==> src/rtl/multiplicador_secuencial.sv <==
// Sequential unsigned shift-add multiplier: one partial-product iteration per clock,
// START/DONE handshake shared with the sequential divider.
module multiplicador_secuencial #(
    parameter int WIDTH = 16
) (
    input  logic               clk,
    input  logic               rst_n,
    input  logic               start,
    input  logic [WIDTH-1:0]   md,
    input  logic [WIDTH-1:0]   mr,
    output logic               busy,
    output logic               done,
    output logic [2*WIDTH-1:0] r,
    output logic               ovf,
    output logic [1:0]         state_dbg
);

    localparam int CW = $clog2(WIDTH + 1);

    typedef enum logic [1:0] {
        IDLE = 2'd0,
        RUN  = 2'd1,
        FIN  = 2'd2
    } state_t;

    state_t           state;
    logic [WIDTH-1:0] mdr;
    logic [WIDTH:0]   acc;
    logic [WIDTH-1:0] q;
    logic [CW-1:0]    cnt;
    logic [WIDTH:0]   s;

    // Handshake: start is a request seen only in IDLE; done is a one-cycle
    // pulse during which r/ovf are valid; busy covers RUN and FIN.
    always_comb begin
        s = acc + (q[0] ? {1'b0, mdr} : '0);
    end

    assign state_dbg = state;

    always_ff @(posedge clk or negedge rst_n) begin
        if (!rst_n) begin
            state <= IDLE;
            busy  <= 1'b0;
            done  <= 1'b0;
            r     <= '0;
            ovf   <= 1'b0;
            mdr   <= '0;
            acc   <= '0;
            q     <= '0;
            cnt   <= '0;
        end else begin
            case (state)
                IDLE: begin
                    if (start) begin
                        mdr   <= md;
                        q     <= mr;
                        acc   <= '0;
                        cnt   <= CW'(WIDTH);
                        busy  <= 1'b1;
                        state <= RUN;
                    end
                end
                RUN: begin
                    acc <= {1'b0, s[WIDTH:1]};
                    q   <= {s[0], q[WIDTH-1:1]};
                    cnt <= cnt - 1'b1;
                    if (cnt == CW'(1)) begin
                        // Product is the shifted {acc,q}; its carry-free top bit is dropped.
                        r     <= {s, q[WIDTH-1:1]};
                        ovf   <= |s[WIDTH:1];
                        done  <= 1'b1;
                        state <= FIN;
                    end
                end
                FIN: begin
                    done  <= 1'b0;
                    busy  <= 1'b0;
                    state <= IDLE;
                end
                default: begin
                    done  <= 1'b0;
                    busy  <= 1'b0;
                    state <= IDLE;
                end
            endcase
        end
    end

endmodule
==> config.mk <==
export PLATFORM = sky130hd
export DESIGN_NAME = multiplicador_secuencial
export DESIGN_NICKNAME = d
export VERILOG_FILES = /design/src/rtl/multiplicador_secuencial.sv
export SDC_FILE = /design/constraint.sdc
export NUM_CORES = 1
export LEC_CHECK = 0
export BUFFER_PORTS_ARGS = -buffer_cell sky130_fd_sc_hd__buf_4
export CELL_PAD_IN_SITES_DETAIL_PLACEMENT = 1
export CELL_PAD_IN_SITES_GLOBAL_PLACEMENT = 2
export CORE_ASPECT_RATIO = 1.1
export CORE_MARGIN = 8
export CORE_UTILIZATION = 38
export DETAILED_ROUTE_END_ITERATION = 12
export GPL_ROUTABILITY_DRIVEN = 0
export GPL_TIMING_DRIVEN = 1
export HOLD_SLACK_MARGIN = 0.15
export PLACE_DENSITY_LB_ADDON = 0.1
export SLEW_MARGIN = 0
export SYNTH_ARGS = -nofsm -noshare
export SYNTH_HDL_FRONTEND = slang
export SYNTH_SLANG_ARGS = --single-unit
==> constraint.sdc <==
create_clock -name clk -period 6.19 [get_ports clk]
set_input_delay 0 -clock clk [delete_from_list [all_inputs] [get_ports clk]]
set_output_delay 0 -clock clk [all_outputs]
set_load 0.01 [all_outputs]
==> impl_metrics.yaml <==
run_status:
  outcome: "completed"
synth:
  synth_seq_cells: 90
  synth-seq-area-share_pct: 48.8
  synth_compound_area_share_pct: 18.3
  synth_edf_count: 0
  netlist_area_mm2: 0.00462
  synth_mux_area_share_pct: 2.44
  ys_warn_count: 0
  synthAdderAreaFrac_pct: 5.31
  synth-main-ff-cell: "dfrtp_1"
  synth_nets: 549
  synth.avg_cell_area_um2: 9.33
  synth_xor_area_share_pct: 1.52
  synth_cells: 495
  synthSimpleGateAreaFrac_pct: 20.6
  synth_top_family_by_area: "simple AND/OR/NAND/NOR gates"
  synth-async-reset-ratio_pct: 100
  yosysUniqueCellTypes: 61
sta:
  timing.final.hold_violations: 0
  worst_pin_slew_ps: 982
  worst_slack_ps: 2880
  fmax_mhz: 302
  rsz0062_at_grt: "false"
  setup_viol: 0
  drv_slew: 0
  fin_skew_ps: 9.96
  slew_headroom_pct: 34.5
  finalCritPeriodShare_pct: 53.5
  tns_ps: 0
  period_needed_ps: 3310
routing:
  vias_per_cell: 5.39
  wl_per_cell_um: 18.5
  vias: 4035
  first_iter_violations: 179
  firstDrtPassIters: 7
  route.detailed.drc: 0
  ant_nets: 0
  wl_um: 13800
worst_setup_path:
  r2r_cells: 10
  cp-start-kind: "register"
  regToRegEndpoint: "ovf"
  ff2ff_setup_slack_ps: 2880
  crit_type: "reg2reg"
  crit_fanout: 17
  critPathArrivalTime_ps: 3540
  endpoint_kind: "register"
  r2r_start: "q[0]"
  required_ps: 6420
clocking:
  clk_latency_ps: 340
  root_buffer: "clkbuf_16"
  numCtsBuffers: 9
  clk_path_buf_depth: 2
  ctsResizeCount: 0
  cts_tree: "built"
  cts.sink_count: 90
  clk_pin_slew_ps: 70
  htree_num_levels: 3
  cts_setup_buffers: 0
global_routing:
  grt_pass1_wl_um: 23100
  antenna_found_initial: 0
  grt_usage_pct: 18.1
  grt_pass1_vias: 4454
  grt_max_degree: 58
  overflow: 0
placement:
  pre_cts_ws_ps: 2920
  dp_hpwl_um: 9480
  io_buffers: 71
  dp.cells: 699
power:
  powerDensity_mw_per_mm2: 474
  p_leak_uw: 0.00286
  ir_drop_mv: 0.185
cells_and_area:
  regArea_mm2: 0.00225
  layout-drive-gt1-share_pct: 18.9
  nNetsFinal: 643
  nFillCells: 1344
  finish.utilization_pct: 49.5
  final_cells: 748
  syn2layout_area_growth_pct: 27.7
  n_antenna_cell: 0
  multiInputGateArea_mm2: 0.00223
min_path:
  hold_path_class: "in2async"
die:
  die_h_um: 132
  rows: 42
  die_area_mm2: 0.0159
  io_pins: 72
  start_util_pct: 38.7
  core_mm2: 0.0119
  dieWidth_um: 121
flow_run:
  maxCapViolCount: 0
-- state kept, by name (all words and copies together) (netlist names) --
name / count
busy: 1
done: 1
ovf: 1
q: 16
cnt: 5
acc: 16
mdr: 16
r: 32
state_dbg: 2
-- synthesized netlist by cell type (3+ instances only) --
cell type,number,area (um^2)
nand2_1,123,462
dfrtp_1,90,2250
o21ai_0,40,200
a21oi_1,24,120
clkbuf_1,22,82.6
ha_1,18,225
nor2b_1,18,113
a22oi_1,16,120
and2_1,16,100
inv_1,11,41.3
a22o_1,10,87.6
mux2_2,10,113
nor2_1,10,37.5
nand3_1,9,45.0
xnor2_1,5,43.8
nand2b_1,4,25.0
nand4_1,4,25.0
a211oi_1,3,22.5
nor3_1,3,15.0
o2111ai_1,3,26.3
o211ai_1,3,22.5
or3_1,3,18.8
xor2_1,3,26.3
-- layout by cell type (no fill, tap or decap), types with 11 or more instances in the layout --
master / instances
ha_1: 18
a21oi_1: 24
buf_4: 76
nor2b_1: 17
dlygate4sd3_1: 33
dfrtp_1: 90
a22oi_1: 16
and2_1: 16
inv_1: 11
o21ai_0: 40
nand2_1: 123
-- final cells by class --
type	count	area share (%)
inverter	12	0.764
multi-input combinational	367	37.8
clock inverter	6	0.870
tap	154	3.27
sequential	90	38.2
timing repair buffer	109	15.3
clock buffer	10	3.88
-- how the worst max path moves through the flow --
stage          start   to  slack, ps  cells past startpoint
2_1_floorplan   q[0]  ovf       3290                     11
3_3_place_gp    q[0]  ovf       2990                     10
3_5_place_dp    q[0]  ovf       2920                     10
4_1_cts         q[0]  ovf       2890                     10
5_1_grt         q[0]  ovf       2770                     10
6_report        q[0]  ovf       2880                     10
-- power breakdown --
| group | internal (uW) | leakage (uW) | switching, uW |
|---|---|---|---|
| Combinational | 530 | 0.00157 | 687 |
| Sequential | 840 | 0.00115 | 210 |
| Clock | 279 | 0.000139 | 251 |
-- logic make-up after synthesis --
logic type      Yosys count
fa+ha+maj                19
compound gates          127
mux                      10
xor+xnor                  8
simple gates            203
flops                    90
buf+inv                  38
-- through the flow --
stage / area, um^2 / total power (uW) / hold WS (ps)
floorplan: 4620 / 1790 / -296
global placement: 5290 / 2230 / -15.0
detailed placement: 5290 / 2260 / -18.0
CTS: 5900 / 2820 / 152
global route: 5900 / 3030 / 182
finish: 5900 / 2800 / 157
-- metal layers --
metal	global-route usage (%)	wire length (um)	part of all wire (%)	vias up
met1	22.3	6150	44	2040
li1	-	-	-	1923
met5	0	0	0	-
met3	3.94	438	3.2	10
met4	5.00	148	1.1	0
met2	30.8	7090	51	62
-- what timing repair did --
item	4_1_cts	5_1_grt
setup endpoints to repair	0	0
hold endpoints to repair	65	0
hold buffers	33	0
-- worst max-delay path, cell delays in order, from the launching register on --
cell and delay [ps]:
dfrtp_1 550, and2_1 230, ha_1 200, fa_1 430
a21oi_1 320, o221a_1 260, xnor2_1 100, nor4_1 430
nand4_1 140, or3b_1 370, o21ba_1 180
(Power assumes the default switching activity.)
